[config.mk]
export PLATFORM = sky130hd
export DESIGN_NAME = mod_counter
export DESIGN_NICKNAME = d
export VERILOG_FILES = /design/src/rtl/mod_counter.sv
export SDC_FILE = /design/constraint.sdc
export NUM_CORES = 1
export LEC_CHECK = 0
export BUFFER_PORTS_ARGS = -buffer_cell sky130_fd_sc_hd__buf_4
export CAP_MARGIN = 20
export CORE_UTILIZATION = 51
export CTS_CLUSTER_DIAMETER = 200
export CTS_CLUSTER_SIZE = 28
export DETAILED_ROUTE_END_ITERATION = 10
export PLACE_DENSITY = 0.78
export SLEW_MARGIN = 10
export SYNTH_ARGS = -nofsm -noshare
export SYNTH_HDL_FRONTEND = slang
export SYNTH_SLANG_ARGS = --single-unit
[constraint.sdc]
create_clock -name clk_i -period 2.2 [get_ports clk_i]
set_clock_uncertainty 0.2 [all_clocks]
set_input_delay 0.44 -clock clk_i [delete_from_list [all_inputs] [get_ports clk_i]]
set_output_delay 0.44 -clock clk_i [all_outputs]
set_load 0.05 [all_outputs]
[src/rtl/mod_counter.sv]
// Up/down modulo counter with prescaler, synchronous clear/load, wrap or saturate at the
// boundary, one-cycle terminal-count pulse and sticky overflow flag.
module mod_counter #(
   parameter int unsigned WIDTH    = 8,
   parameter int unsigned MODULUS  = 256,
   parameter int unsigned PRESCALE = 1,
   parameter int unsigned SATURATE = 0
) (
   input  logic             clk_i,
   input  logic             rst_ni,
   input  logic             en_i,
   input  logic             clr_i,
   input  logic             load_i,
   input  logic [WIDTH-1:0] load_val_i,
   input  logic             up_i,
   output logic [WIDTH-1:0] counter_o,
   output logic             tc_o,
   output logic             ovf_o
);

   localparam int unsigned PW = (PRESCALE > 1) ? $clog2(PRESCALE) : 1;
   localparam logic [PW-1:0]  PscLast = PW'(PRESCALE - 1);
   localparam logic [WIDTH:0] ModExt  = (WIDTH + 1)'(MODULUS);
   localparam logic [WIDTH:0] MaxExt  = (WIDTH + 1)'(MODULUS - 1);
   localparam logic [WIDTH:0] OneExt  = (WIDTH + 1)'(1);

   if (WIDTH < 1) begin : g_bad_width
      $error("mod_counter: WIDTH must be >= 1");
   end
   if (MODULUS < 2 || (WIDTH < 32 && 64'(MODULUS) > (64'd1 << WIDTH))) begin : g_bad_modulus
      $error("mod_counter: MODULUS must satisfy 2 <= MODULUS <= 2**WIDTH");
   end
   if (PRESCALE < 1) begin : g_bad_prescale
      $error("mod_counter: PRESCALE must be >= 1");
   end
   if (SATURATE > 1) begin : g_bad_saturate
      $error("mod_counter: SATURATE must be 0 or 1");
   end

   logic [WIDTH-1:0] cnt_q, cnt_d;
   logic [PW-1:0]    psc_q, psc_d;
   logic             tc_q, tc_d;
   logic             ovf_q, ovf_d;
   logic [WIDTH:0]   cnt_ext, inc_ext, dec_ext, ld_ext;
   logic             step;

   // Extended arithmetic: inc hitting MODULUS or dec borrowing out marks the boundary.
   assign cnt_ext = {1'b0, cnt_q};
   assign inc_ext = cnt_ext + OneExt;
   assign dec_ext = cnt_ext - OneExt;
   assign ld_ext  = {1'b0, load_val_i};
   assign step    = en_i && (psc_q == PscLast);

   always_comb begin
      cnt_d = cnt_q;
      psc_d = psc_q;
      tc_d  = 1'b0;
      ovf_d = ovf_q;
      if (clr_i) begin
         cnt_d = '0;
         psc_d = '0;
         ovf_d = 1'b0;
      end else if (load_i) begin
         psc_d = '0;
         cnt_d = (ld_ext >= ModExt) ? MaxExt[WIDTH-1:0] : load_val_i;
      end else if (step) begin
         psc_d = '0;
         if (up_i) begin
            if (inc_ext == ModExt) begin
               cnt_d = (SATURATE != 0) ? cnt_q : '0;
               tc_d  = 1'b1;
               ovf_d = 1'b1;
            end else begin
               cnt_d = inc_ext[WIDTH-1:0];
            end
         end else begin
            if (dec_ext[WIDTH]) begin
               cnt_d = (SATURATE != 0) ? cnt_q : MaxExt[WIDTH-1:0];
               tc_d  = 1'b1;
               ovf_d = 1'b1;
            end else begin
               cnt_d = dec_ext[WIDTH-1:0];
            end
         end
      end else if (en_i) begin
         psc_d = psc_q + PW'(1);
      end
   end

   always_ff @(posedge clk_i or negedge rst_ni) begin
      if (!rst_ni) begin
         cnt_q <= '0;
         psc_q <= '0;
         tc_q  <= 1'b0;
         ovf_q <= 1'b0;
      end else begin
         cnt_q <= cnt_d;
         psc_q <= psc_d;
         tc_q  <= tc_d;
         ovf_q <= ovf_d;
      end
   end

   assign counter_o = cnt_q;
   assign tc_o      = tc_q;
   assign ovf_o     = ovf_q;

endmodule
==> impl_metrics.yaml <==
global_routing:
  grt_util_all_layers_pct: 25.4
  grt_max_degree: 17
  grt_pass1_wl_um: 3510
  grt_antenna_before_repair: 0
  grt_pass1_vias: 745
  grt_overflow: 0
placement:
  place_worst_setup_slack_ps: 111
  dp.cells: 138
  place_area_um2: 1030
  dpl.hpwl_um: 1520
  port_buffers: 23
  place_congestion: 0.903
worst_setup_path:
  crit_family: "simple AND/OR/NAND/NOR gates"
  path_buf_inv: 1
  cp-start-kind: "flop"
  critPathMaxFanout: 7
  end_kind: "flop"
  path_cells: "inv_1 > ha_2 > or4b_4 > nor3_1 > o21ai_1 > xnor2_1 > o21a_1"
  timing.rr.start: "counter_o[1]"
  cp.arrival_ps: 2040
  slowest_stage: "or4b_4"
  crit_start: "counter_o[1]"
  critPathRequiredTime_ps: 2170
  critPathMaxStageDelay_ps: 480
  critPathKind: "reg -> reg"
outcome:
  status: "complete, no violations"
timing:
  layout_setup_ws_ps: 125
  period_needed_ps: 2080
  tightest_slew_ps: 423
  setup_viol: 0
  worst_slew_margin_rel_pct: 71.4
  slew_violations: 0
  fmax_mhz: 482
  fin_crit_sh_pct: 94.3
  holdWs_ps: 128
  finalSetupTns_ps: 0
  finalHoldViolCount: 0
  rsz0062_at_grt: "no"
detailed_routing:
  postRouteAntennaNets: 0
  wl_per_cell_um: 14.6
  routed-via-count: 877
  viasPerCell: 6.05
  drc_errors: 0
  drt_iter0_drc: 29
  wirelength_um: 2110
  drt_pass1_iterations: 4
die:
  ios: 24
  fp.dieH_um: 43.3
  start_util_pct: 56.4
  die_x_um: 43.3
  core-area_um2: 1540
  rows: 14
  dieArea_um2: 1870
clock_network:
  h-tree-depth: 1
  clk_latency_ps: 270
  cts.clk_slew.worst_paths_ps: 70
  cts_tree: "built"
  clock_sinks: 11
  cts-buffers-inserted: 3
  cts-root-buf: "clkbuf_4"
  cts.path.max_buffers: 2
yosys:
  yosys-top-cells-count: "dfrtp_1 (11), nand2_1 (11), a21oi_1 (9)"
  synth_compound_area_share_pct: 21.9
  synth_top_family_by_area: "simple AND/OR/NAND/NOR gates"
  synth_top_area_cell: "dfrtp_1"
  yosys.area_share.adder_pct: 4.32
  yosysTopAreaCellShare_pct: 31.7
  postSynthCellCount: 103
  synth_edf_count: 0
  yosys_most_used_dff: "dfrtp_1"
  synthSimpleGateAreaFrac_pct: 25.2
  ys_ff_latch: 11
  synthXorXnorAreaFrac_pct: 6.04
  synth_area_leaders: "dfrtp_1 (32%), a21oi_1 (5.2%), nand2_1 (4.7%)"
  synth_area_um2: 870
  seq_area_frac_synth_pct: 31.7
  synthArstFlopShare_pct: 100
  yosys_warnings: 0
  syn_avg_cell_area_um2: 8.44
  yosysUniqueCellTypes: 37
  synth_nets: 120
  synth.area.mux_share_pct: 2.30
layout:
  syn_to_final_growth_pct: 24.7
  design_area_um2: 1080
  final_nets: 147
  nFillCells: 140
  drive_gt1_share_pct: 31.0
  final_util_pct: 70.4
  seq_area_um2: 278
  diodes: 0
  multi_input_area_um2: 522
  final_cells: 145
power:
  p_int_mw: 0.378
  share_seq_of_total_power_pct: 39.0
  comb_power_share_pct: 37.5
  peakVddDrop_uv: 451
  sw_frac_of_total_pct: 38.1
  power_density_nw_per_um2: 564
  p_leak_nw: 0.518
  switching_power_mw: 0.233
  total_power_mw: 0.612
  clock_power_share_pct: 23.5
job:
  max-cap-violations: 0
min_path:
  min_path_type: "in -> reg"
  min-delay-start: "en_i"
-- state kept, by name (all words and copies together) (netlist names) --
| register | cells |
|---|---|
| psc_q | 1 |
| counter_o | 8 |
| ovf_o | 1 |
| tc_o | 1 |
-- power groups by stage --
stage	Combinational, mW	Sequential [mW]	Clock (mW)
6_report	0.230	0.238	0.144
5_1_grt	0.247	0.241	0.155
4_1_cts	0.222	0.238	0.143
3_5_place_dp	0.219	0.242	0
3_3_place_gp	0.215	0.242	0
2_1_floorplan	0.111	0.286	0
-- placed cells by master (no fill, tap or decap), types with 3 or more instances in the layout --
cell      instances
o21ai_0           5
inv_1             5
dfrtp_1           9
nand2_1          11
clkbuf_4          3
buf_4            28
xor2_1            4
nand3_1           5
nor3_1            4
a21oi_1           9
nor2_1            8
-- cell families after synthesis --
group,count (synthesis)
flip-flops,11
XOR/XNOR,6
AND/OR/NAND/NOR,40
multiplexers,2
AO/OA/AOI/OAI,29
buffers and inverters,12
adder cells (fa/ha/maj),3
-- final timing paths --
path                                 to  slack, ps  depth (start not counted)
max                        counter_o[6]        120                          7
min                               psc_q        130                          2
max reg2reg                counter_o[6]        120                          7
min reg2reg                       ovf_o        290                          1
max in group asynchronous  counter_o[1]       1300                          2
min in group asynchronous          tc_o        340                          2
-- worst reg2reg max path: stages, from the launching register on --
cell and delay, ps:
dfrtp_2 460, inv_1 100, ha_2 210, or4b_4 480, nor3_1 150, o21ai_1 90
xnor2_1 120, o21a_1 160
-- cell type report --
class / instances / area share, %
inverter: 5 / 1.73
sequential: 11 / 25.6
multi-input combinational: 80 / 48.1
timing repair buffer: 29 / 20.3
tap: 16 / 1.85
clock buffer: 4 / 2.42
-- metal layers --
metal,GRT usage (%),part of all wire [%],routed length [um]
met3,3.83,8.9,188
met1,36.8,43,916
met2,37.9,47,995
met4,9.09,0.47,10
met5,0,0,0
-- timing repair --
action / 4_1_cts / 5_1_grt
hold buffers: 1 / 0
setup endpoints to repair: 0 / 1
buffers inserted: 0 / 2
endpoints found under the hold margin: 11 / 0
gates resized for setup: 0 / 1
(Power assumes the default switching activity.)
